## config.mk

```make
export PLATFORM = sky130hd
export DESIGN_NAME = seg_display_scan
export DESIGN_NICKNAME = d
export VERILOG_FILES = /design/src/rtl/seg_display_pkg.sv /design/src/rtl/seg_display_scan_bcd_to_seg7.sv /design/src/rtl/seg_display_scan.sv
export SDC_FILE = /design/constraint.sdc
export NUM_CORES = 1
export LEC_CHECK = 0
export ABC_AREA = 1
export CAP_MARGIN = 20
export CORE_MARGIN = 2
export CORE_UTILIZATION = 50
export DETAILED_ROUTE_END_ITERATION = 6
export PLACE_DENSITY_LB_ADDON = 0.12
export SYNTH_ARGS = -nofsm -noshare
export SYNTH_HDL_FRONTEND = slang
export SYNTH_HIERARCHICAL = 1
export SYNTH_SLANG_ARGS = --single-unit
```

## constraint.sdc

```tcl
create_clock -name clk -period 3.1 [get_ports clk]
set_input_delay 0.62 -clock clk [delete_from_list [all_inputs] [get_ports clk]]
set_output_delay 0.62 -clock clk [all_outputs]
set_load 0.005 [all_outputs]
```

## src/rtl/seg_display_pkg.sv

```systemverilog
// Shared types and constants for the multiplexed 7-segment scan driver.
package seg_display_pkg;

    typedef enum logic [1:0] {StIdle, StConvert, StCommit} state_e;

    typedef logic [3:0] bcd_digit_t;

    localparam int unsigned MAX_DISPLAY = 9999;

    localparam logic [2:0] NUM_BLANK = 3'd0;
    localparam logic [2:0] NUM_3     = 3'd3;
    localparam logic [2:0] NUM_4     = 3'd4;

    localparam logic [6:0] SEG_BLANK = 7'h7F;

endpackage

```

## src/rtl/seg_display_scan_bcd_to_seg7.sv

```systemverilog
// Combinational BCD digit to active-low {g,f,e,d,c,b,a} glyph; non-decimal codes blank.
module bcd_to_seg7
    import seg_display_pkg::*;
(
    input  bcd_digit_t digit,
    output logic [6:0] seg_n
);

    always_comb begin
        unique case (digit)
            4'd0:    seg_n = 7'h40;
            4'd1:    seg_n = 7'h79;
            4'd2:    seg_n = 7'h24;
            4'd3:    seg_n = 7'h30;
            4'd4:    seg_n = 7'h19;
            4'd5:    seg_n = 7'h12;
            4'd6:    seg_n = 7'h02;
            4'd7:    seg_n = 7'h78;
            4'd8:    seg_n = 7'h00;
            4'd9:    seg_n = 7'h10;
            default: seg_n = SEG_BLANK;
        endcase
    end

endmodule

```

## src/rtl/seg_display_scan.sv

```systemverilog
// Handshaked binary input, sequential double-dabble to BCD, then timed digit scan.
// Define LEADING_ZERO_BLANK_EN to blank zero digits above the most significant nonzero one.
module seg_display_scan
    import seg_display_pkg::*;
#(
    parameter int unsigned VAL_W    = 14,
    parameter int unsigned TICK_DIV = 100000
) (
    input  logic             clk,
    input  logic             reset,
    input  logic             val_valid,
    input  logic [VAL_W-1:0] val_data,
    output logic             val_ready,
    output logic [2:0]       a,
    output logic [2:0]       num,
    output logic [6:0]       seg_n,
    output logic             busy
);

    localparam int unsigned PW = (TICK_DIV > 1) ? $clog2(TICK_DIV) : 1;
    localparam int unsigned CW = $clog2(VAL_W + 1);

    state_e           state;
    logic [VAL_W-1:0] bin_q;
    logic [15:0]      bcd_q;
    logic [11:0]      bcd_adj;
    logic [CW-1:0]    cnt_q;
    logic [PW-1:0]    presc_q, presc_d;
    bcd_digit_t       shadow_q [4];
    bcd_digit_t       shadow_d [4];
    bcd_digit_t       sel_digit;
    logic [2:0]       a_d, num_d;
    logic [6:0]       seg_pat, seg_d;
    logic [3:0]       lz;
    logic             commit, tick;

    // The thousands digit never reaches 5 before its last shift for values <= 9999,
    // so only the lower three digits need the add-3 correction.
    always_comb begin
        for (int i = 0; i < 3; i++) begin
            bcd_adj[4*i +: 4] = (bcd_q[4*i +: 4] >= 4'd5) ? bcd_q[4*i +: 4] + 4'd3
                                                            : bcd_q[4*i +: 4];
        end
    end

    // Display next state: everything below is computed for the upcoming edge so that
    // a, num, the shadow digits and seg_n all switch together.
    always_comb begin
        commit  = (state == StCommit);
        tick    = (presc_q == PW'(TICK_DIV - 1));
        num_d   = num;
        for (int i = 0; i < 4; i++) shadow_d[i] = shadow_q[i];
        if (commit) begin
            num_d = (bcd_q[15:12] != 4'd0) ? NUM_4 : NUM_3;
            for (int i = 0; i < 4; i++) shadow_d[i] = bcd_q[4*i +: 4];
        end
        presc_d = tick ? '0 : presc_q + PW'(1);
        a_d     = a;
        if (commit && (a >= num_d)) begin
            a_d     = '0;
            presc_d = '0;
        end else if (tick) begin
            a_d = ((num_d == NUM_BLANK) || (a + 3'd1 >= num_d)) ? 3'd0 : a + 3'd1;
        end
    end

    always_comb begin
        lz = '0;
`ifdef LEADING_ZERO_BLANK_EN
        lz[3] = (shadow_d[3] == 4'd0);
        lz[2] = lz[3] && (shadow_d[2] == 4'd0);
        lz[1] = lz[2] && (shadow_d[1] == 4'd0);
`endif
        sel_digit = shadow_d[a_d[1:0]];
        seg_d = ((num_d == NUM_BLANK) || (a_d >= num_d) || lz[a_d[1:0]]) ? SEG_BLANK : seg_pat;
    end

    bcd_to_seg7 u_bcd_to_seg7 (
        .digit (sel_digit),
        .seg_n (seg_pat)
    );

    always_ff @(posedge clk) begin
        if (reset) begin
            state     <= StIdle;
            bin_q     <= '0;
            bcd_q     <= '0;
            cnt_q     <= '0;
            val_ready <= 1'b1;
            busy      <= 1'b0;
            presc_q   <= '0;
            a         <= '0;
            num       <= NUM_BLANK;
            seg_n     <= SEG_BLANK;
            for (int i = 0; i < 4; i++) shadow_q[i] <= '0;
        end else begin
            presc_q <= presc_d;
            a       <= a_d;
            num     <= num_d;
            seg_n   <= seg_d;
            for (int i = 0; i < 4; i++) shadow_q[i] <= shadow_d[i];
            unique case (state)
                StIdle: begin
                    if (val_valid && val_ready) begin
                        bin_q     <= (32'(val_data) > 32'(MAX_DISPLAY)) ? VAL_W'(MAX_DISPLAY)
                                                                         : val_data;
                        bcd_q     <= '0;
                        cnt_q     <= '0;
                        state     <= StConvert;
                        val_ready <= 1'b0;
                        busy      <= 1'b1;
                    end
                end
                StConvert: begin
                    bcd_q <= {bcd_q[14:12], bcd_adj, bin_q[VAL_W-1]};
                    bin_q <= bin_q << 1;
                    cnt_q <= cnt_q + CW'(1);
                    if (cnt_q == CW'(VAL_W - 1)) state <= StCommit;
                end
                StCommit: begin
                    state     <= StIdle;
                    val_ready <= 1'b1;
                    busy      <= 1'b0;
                end
                default: state <= StIdle;
            endcase
        end
    end

endmodule

```

==> impl_metrics.env <==
export IMPL_critPathSlowestCell="sky130_fd_sc_hd__dfxtp_1"
export IMPL_pwr_share_comb=0.075
export IMPL_timing_setup_tns_ns=0
export IMPL_gr_total_overflow=0
export IMPL_dpl_hpwl_mm=6.25
export IMPL_yosysSeqAreaShare=0.401
export IMPL_antenna_nets_post_route=0
export IMPL_required_time_of_the_worst_setup_path_ns=3.34
export IMPL_final_layout_size_suffix_gt1_frac=0.0857
export IMPL_synth_net_count=638
export IMPL_critPathTopFamily="simple AND/OR/NAND/NOR gates"
export IMPL_drt_pass1_iter_count=5
export IMPL_gr_usage_all_layers=0.204
export IMPL_sequentialPowerShare=0.519
export IMPL_final_design_area_no_fill_mm2=0.00490
export IMPL_crit_path_end_kind="flop"
export IMPL_number_of_remaining_drc_errors=0
export IMPL_syn_mean_instance_area_um2=6.97
export IMPL_tightest_slew_ns=0.517
export IMPL_layout_cells_most_common_list="sky130_fd_sc_hd__nand2_1, sky130_fd_sc_hd__dfxtp_1, sky130_fd_sc_hd__inv_1, sky130_fd_sc_hd__nor2_1, sky130_fd_sc_hd__nand3_1"
export IMPL_power_density_mw_per_mm2=442
export IMPL_timing_critical_path_fanout_max=6
export IMPL_p_r_area_growth_vs_syn_pct=16.6
export IMPL_filler_cell_count=802
export IMPL_chipHeight_um=95.6
export IMPL_final_common_cell="sky130_fd_sc_hd__nand2_1"
export IMPL_synth_top_area_cell="sky130_fd_sc_hd__dfxtp_1"
export IMPL_count_of_boundary_i_o_pins=32
export IMPL_floorplan_initialDensity=0.513
export IMPL_cts_inserted_buffers=9
export IMPL_synth_area_leaders="sky130_fd_sc_hd__dfxtp_1, sky130_fd_sc_hd__nand2_1, sky130_fd_sc_hd__inv_1, sky130_fd_sc_hd__nand3_1, sky130_fd_sc_hd__nor2_1"
export IMPL_post_synth_inst_count=602
export IMPL_synth_seq_cells=84
export IMPL_skew_ns=0.0100
export IMPL_port_buffer_count=31
export IMPL_ctsLongestPathBuffers=2
export IMPL_p_int_w=0.00165
export IMPL_netSwitchingPower_w=0.000516
export IMPL_dr_total_vias=3747
export IMPL_cts_tree="done"
export IMPL_via_per_inst=5.02
export IMPL_place_inst=728
export IMPL_gp_congestion=0.889
export IMPL_slew_viol_final=0
export IMPL_power_leakage_nw=2.05
export IMPL_die_w_um=95.6
export IMPL_htree_num_levels=3
export IMPL_setup_viol=0
export IMPL_crit_path_max_incr_delay_ns=0.34
export IMPL_hold_viol_final=0
export IMPL_cp_data_arrival_time_ns=3.09
export IMPL_slew_limit_headroom=0.656
export IMPL_wl_per_cell_um=11.6
export IMPL_start_kind="flop"
export IMPL_path_cells="nor2_2, nand2_1, nand2_2, inv_1, a21oi_2, ha_1, nand2_1, nand2_1, nand3_1, nand3_2, nand3_2, nand2_4, buf_4, nand3_1, nand3_1, nand2_2, inv_1, ha_1, nand2_1, nand3_1, nand2_1, inv_1, nand3_1"
export IMPL_area_of_the_mapped_netlist_mm2=0.00420
export IMPL_stdcell_count=747
export IMPL_worst_path_buf_inv=4
export IMPL_final_min_period_over_clock_period=0.919
export IMPL_totalWireLength_mm=8.69
export IMPL_timing_hold_worst_class="reg2reg"
export IMPL_maxClockFrequency_mhz=351
export IMPL_clock_tree_root_cell="sky130_fd_sc_hd__clkbuf_8"
export IMPL_grt_pass1_vias=3380
export IMPL_power_switching_share=0.239
export IMPL_max_cap_violations=0
export IMPL_clkTransAtPathRegs_ns=0.09
export IMPL_initialDrtViolationCount=182
export IMPL_insertedDiodeCount=0
export IMPL_fin_crit_ns=2.85
export IMPL_status="complete, no violations"
export IMPL_power_frac_clock=0.406
export IMPL_dpl_cell_area_mm2=0.00461
export IMPL_final_nets=673
export IMPL_clk_latency_ns=0.35
export IMPL_clock_sinks=84
export IMPL_synth_top_cell_area_share=0.401
export IMPL_core_region_area_mm2=0.00818
export IMPL_synthesis_yosys_warnings=6
export IMPL_synthDistinctLibCells=33
export IMPL_initial_antenna_violation_count=0
export IMPL_grt_max_degree=50
export IMPL_global_route_wire_length_before_repair_mm=14.9
export IMPL_criticalPathCategory="reg2reg"
export IMPL_vdd_ir_drop_max_v=0.000230
export IMPL_final_cell_utilization_of_the_core=0.599
export IMPL_die_area_mm2=0.00914
export IMPL_hold_buffers=0
export IMPL_placementRows=33
per-stage QoR:
step	hold WS [ns]	power [W]	setup slack, ns
floorplan	0.418	0.00125	0.303
global placement	0.429	0.00131	0.176
detailed placement	0.444	0.00131	0.0761
CTS	0.461	0.00220	0.0465
global route	0.483	0.00227	-0.0462
finish	0.453	0.00216	0.251
timing repair:
item,CTS,global route
endpoints found under the setup margin,0,7
setup buffers,0,3
gates resized for setup,0,12
layout make-up:
class / instances / area (µm²) / share of cell area
Clock inverter: 5 / 83.8 / 0.0171
Multi-Input combinational cell: 415 / 2160 / 0.441
Clock buffer: 11 / 141 / 0.0289
Timing Repair Buffer: 39 / 370 / 0.0756
Sequential cell: 84 / 1680 / 0.343
Inverter: 88 / 330 / 0.0675
Tap cell: 105 / 131 / 0.0268
worst paths after layout:
path	depth (start not counted)	slack [ns]	from	end
max	23	0.25	bcd_q[12]$_SDFFE_PP0P_	seg_n[3]$_SDFF_PP1_
min	1	0.45	presc_q[0]$_SDFF_PP0_	presc_q[0]$_SDFF_PP0_
max reg2reg	23	0.25	bcd_q[12]$_SDFFE_PP0P_	seg_n[3]$_SDFF_PP1_
min reg2reg	1	0.45	presc_q[0]$_SDFF_PP0_	presc_q[0]$_SDFF_PP0_
sequential cells by signal (all words and copies together) (netlist names):
signal / count
bin_q: 14
presc_q: 17
a: 3
busy: 1
shadow_q: 16
num: 3
seg_n: 7
bcd_q: 16
cnt_q: 4
val_ready: 1
state: 2
Yosys cell counts:
| library cell | n |
|---|---|
| sky130_fd_sc_hd__nor3b_1 | 3 |
| sky130_fd_sc_hd__or2_2 | 5 |
| sky130_fd_sc_hd__o32ai_1 | 4 |
| sky130_fd_sc_hd__a211oi_1 | 1 |
| sky130_fd_sc_hd__o22ai_1 | 3 |
| sky130_fd_sc_hd__nand2_2 | 5 |
| sky130_fd_sc_hd__nor2_1 | 79 |
| sky130_fd_sc_hd__o21ai_1 | 2 |
| sky130_fd_sc_hd__clkbuf_1 | 11 |
| sky130_fd_sc_hd__nand3_1 | 60 |
| sky130_fd_sc_hd__a21oi_1 | 24 |
| sky130_fd_sc_hd__nor4_1 | 1 |
| sky130_fd_sc_hd__nor3_1 | 9 |
| sky130_fd_sc_hd__nand4_1 | 7 |
| sky130_fd_sc_hd__dfxtp_1 | 84 |
| sky130_fd_sc_hd__xnor2_1 | 4 |
| sky130_fd_sc_hd__xor2_1 | 8 |
| sky130_fd_sc_hd__nor2_2 | 1 |
| sky130_fd_sc_hd__o2111ai_1 | 6 |
| sky130_fd_sc_hd__nand2_4 | 1 |
| sky130_fd_sc_hd__ha_1 | 19 |
| sky130_fd_sc_hd__mux2i_1 | 1 |
| sky130_fd_sc_hd__nand2_1 | 132 |
| sky130_fd_sc_hd__o21ai_0 | 31 |
| sky130_fd_sc_hd__o21ai_2 | 1 |
| sky130_fd_sc_hd__nand3_2 | 2 |
| sky130_fd_sc_hd__a31oi_1 | 4 |
| sky130_fd_sc_hd__nor2_4 | 2 |
| sky130_fd_sc_hd__inv_2 | 5 |
| sky130_fd_sc_hd__inv_1 | 81 |
| sky130_fd_sc_hd__clkinv_1 | 2 |
| sky130_fd_sc_hd__buf_2 | 3 |
| sky130_fd_sc_hd__buf_6 | 1 |
kinds of logic (layout without fill, tap and decap cells):
kind of cell,after synthesis,count (layout),synth area share
buffers and inverters,103,143,0.0948
multiplexers,1,1,0.00238
AO/OA/AOI/OAI,76,76,0.103
AND/OR/NAND/NOR,307,307,0.317
XOR/XNOR,12,12,0.0250
flip-flops,84,84,0.401
adder cells (fa/ha/maj),19,19,0.0566
routing by layer:
layer,vias up,routed length [µm],track usage
met5,-,0,0
met4,0,103,0.0690
met3,9,330,0.0411
met2,64,3890,0.322
met1,1679,4360,0.277
li1,1995,-,-
power groups by stage:
stage / sequential [W] / clock, W / combinational (W)
floorplan: 0.00115 / 0 / 0.000107
CTS: 0.00112 / 0.000909 / 0.000165
finish: 0.00112 / 0.000879 / 0.000162
detailed placement: 0.00115 / 0 / 0.000165
global route: 0.00113 / 0.000957 / 0.000184
global placement: 0.00115 / 0 / 0.000163
Note: power is estimated with default switching activity, not from simulation.
==> patch, RTL diff (same settings) <==
Put one more register stage on the output `seg_n`, with the module's reset. The value now appears one clock later. The other outputs are not delayed to match.
--- a/src/rtl/seg_display_scan.sv
+++ b/src/rtl/seg_display_scan.sv
@@ -19,6 +19,8 @@
 
     localparam int unsigned PW = (TICK_DIV > 1) ? $clog2(TICK_DIV) : 1;
     localparam int unsigned CW = $clog2(VAL_W + 1);
+
+    logic [6:0] seg_n_s0;
 
     state_e           state;
     logic [VAL_W-1:0] bin_q;
@@ -91,13 +93,13 @@
             presc_q   <= '0;
             a         <= '0;
             num       <= NUM_BLANK;
-            seg_n     <= SEG_BLANK;
+            seg_n_s0  <= SEG_BLANK;
             for (int i = 0; i < 4; i++) shadow_q[i] <= '0;
         end else begin
             presc_q <= presc_d;
             a       <= a_d;
             num     <= num_d;
-            seg_n   <= seg_d;
+            seg_n_s0 <= seg_d;
             for (int i = 0; i < 4; i++) shadow_q[i] <= shadow_d[i];
             unique case (state)
                 StIdle: begin
@@ -127,5 +129,13 @@
         end
     end
 
+    always_ff @(posedge clk) begin
+        if (reset) begin
+            seg_n <= '0;
+        end else begin
+            seg_n <= seg_n_s0;
+        end
+    end
+
 endmodule
 
Behaviour: not the same (Yosys sat finds a counterexample within 4 cycles, from zero or initial values and one cycle with reset high).
==> patch against the unedited design <==
  * Clock power fell by 2%
  * Utilization fell by 0.28 points
  * Final area rose by 5.1%
  * Sequential cell count rose by 7
  * Power rose by 4.5%
  * Synthesized area rose by 5.1%
  * Worst setup slack improved by 0.025 ns
  * Routed wire length rose by 4.4%
==> patch: results (changes against the unedited design) <==
[outcome]
status = finished, final reports clean  ; unchanged

[yosys]
async_flop_share = 0  ; unchanged
synth_warnings = 6  ; unchanged
yosys-top-cells-count = nand2_1 (136), dfxtp_1 (91), inv_1 (84)  ; was nand2_1 (132), dfxtp_1 (84), inv_1 (81)
synth_adder_area_share = 0.05390  ; was 0.05663
synth_xor_area_frac = 0.02383  ; was 0.02504
synth.area.top_cells = dfxtp_1 (41%), nand2_1 (12%), inv_1 (7.1%)  ; was dfxtp_1 (40%), nand2_1 (12%), inv_1 (7.2%)
synth_nets = 652  ; was 638
synthMuxAreaShare = 0.002270  ; was 0.002385
synth_cell_types = 41  ; was 33
synth_compound_area_frac = 0.1021  ; was 0.1031
yosysSeqAreaShare = 0.4130  ; was 0.4006

[clocking]
clk_latency_ns = 0.35  ; about the same
numCtsBuffers = 9  ; unchanged
clk_pin_slew_ns = 0.09  ; about the same

[placed_design]
place.gp.congestion = 0.9041  ; was 0.8892
io_buffers = 31  ; unchanged
dp_hpwl_um = 6587  ; was 6252 um

[pwr]
leakagePower_nw = 2.208  ; was 2.050 nW
peakVddDrop_mv = 0.2627  ; was 0.2300 mV
netSwitchingPower_w = 0.0005357  ; was 0.0005164 W

[setup_path]
r2r_cells = 24  ; was 23
critical_path_class = reg -> reg  ; unchanged
critPathLaunch = bcd_q[12]$_SDFFE_PP0P_  ; unchanged
slowest_stage = dfxtp_2  ; was dfxtp_1
cp_max_fo = 7  ; was 6
r2r_start = bcd_q[12]$_SDFFE_PP0P_  ; unchanged
r2r-end = seg_n_s0[5]$_SDFF_PP1_  ; was seg_n[3]$_SDFF_PP1_
reg2reg_slack_ns = 0.28  ; was 0.25 ns

[hold_path]
min_path_cells = 2  ; was 1
holdPathEnd = seg_n[6]$_SDFF_PP0_  ; was presc_q[0]$_SDFF_PP0_
hold_path.class = reg -> reg  ; unchanged
min_from = seg_n_s0[6]$_SDFF_PP1_  ; was presc_q[0]$_SDFF_PP0_

[drt]
first_pass_iters = 5  ; unchanged
drt_iter0_markers = 147  ; was 182
viasPerCell = 5.029  ; was 5.016
wl_per_cell_um = 11.80  ; was 11.63 um

[timing]
slew_headroom = 0.6316  ; was 0.6556
holdWs_ns = 0.3986  ; was 0.4526 ns
finClkSkew_ns = 0.01082  ; was 0.01000 ns

[global_route]
met1_usage = 0.2654  ; was 0.2768
grt_pass1_vias = 3715  ; was 3,380
overflow = 0  ; unchanged
grt_pass1_wl_um = 16160  ; was 14,870 um
gr-usage-met3 = 0.02720  ; was 0.04111
antenna_found_initial = 0  ; unchanged
grt_max_degree = 33  ; was 50
grt_usage = 0.2005  ; was 0.2035
globalRouteMet2Util = 0.3335  ; was 0.3217

[finish]
fillers = 836  ; was 802
drive_above_1_share = 0.1044  ; was 0.08567
fin_nets = 692  ; was 673

[run]
maxCapViolCount = 0  ; unchanged

[patch: metrics by stage]
stage | setup WS (ns) | instances | util | instance area, um2 | total power [W]
2_1_floorplan | 0.1860 | 616 | - | 4410 | 0.001352
3_3_place_gp | 0.1561 | 747 | 0.5601 | 4837 | 0.001425
3_5_place_dp | 0.01926 | 747 | 0.5601 | 4837 | 0.001428
4_1_cts | 0.002479 | 764 | 0.5852 | 5054 | 0.002286
5_1_grt | 0.007415 | 769 | 0.5961 | 5147 | 0.002356
6_report | 0.2767 | 769 | 0.5961 | 5147 | 0.002262
[patch: logic make-up (layout without fill, tap and decap cells)]
family | Yosys count | after routing
fa+ha+maj | 19 | 19
mux | 1 | 1
xor+xnor | 12 | 12
flops | 91 | 91
buf+inv | 108 | 153
simple gates | 307 | 307
compound gates | 78 | 78
[patch: what timing repair did]
action                                  4_1_cts  5_1_grt
buffers inserted                              1        5
endpoints found under the setup margin        1        7
pin swaps                                     0        4
resized for setup                             0       22
[patch: area by class of cell]
cell class | count | area (um2) | share of cell area
Clock buffer | 11 | 131.4 | 0.02552
Clock inverter | 5 | 77.57 | 0.01507
Inverter | 92 | 345.3 | 0.06709
Multi-Input combinational cell | 417 | 2210 | 0.4293
Sequential cell | 91 | 1834 | 0.3563
Tap cell | 108 | 135.1 | 0.02625
Timing Repair Buffer | 45 | 414.1 | 0.08046
[patch: layer usage]
layer  vias up  share of wire
met1      1737           0.49
met3        10          0.034
met5         -              0
met2        69           0.47
met4         0          0.012
li1       2051              -
[patch: power groups by stage]
stage | logic (W) | clock network, W | registers, W
floorplan | 0.000107 | 0 | 0.00124
CTS | 0.000181 | 0.000885 | 0.00122
global route | 0.000203 | 0.000929 | 0.00122
finish | 0.000179 | 0.000863 | 0.00122
global placement | 0.000178 | 0 | 0.00125
detailed placement | 0.000180 | 0 | 0.00125
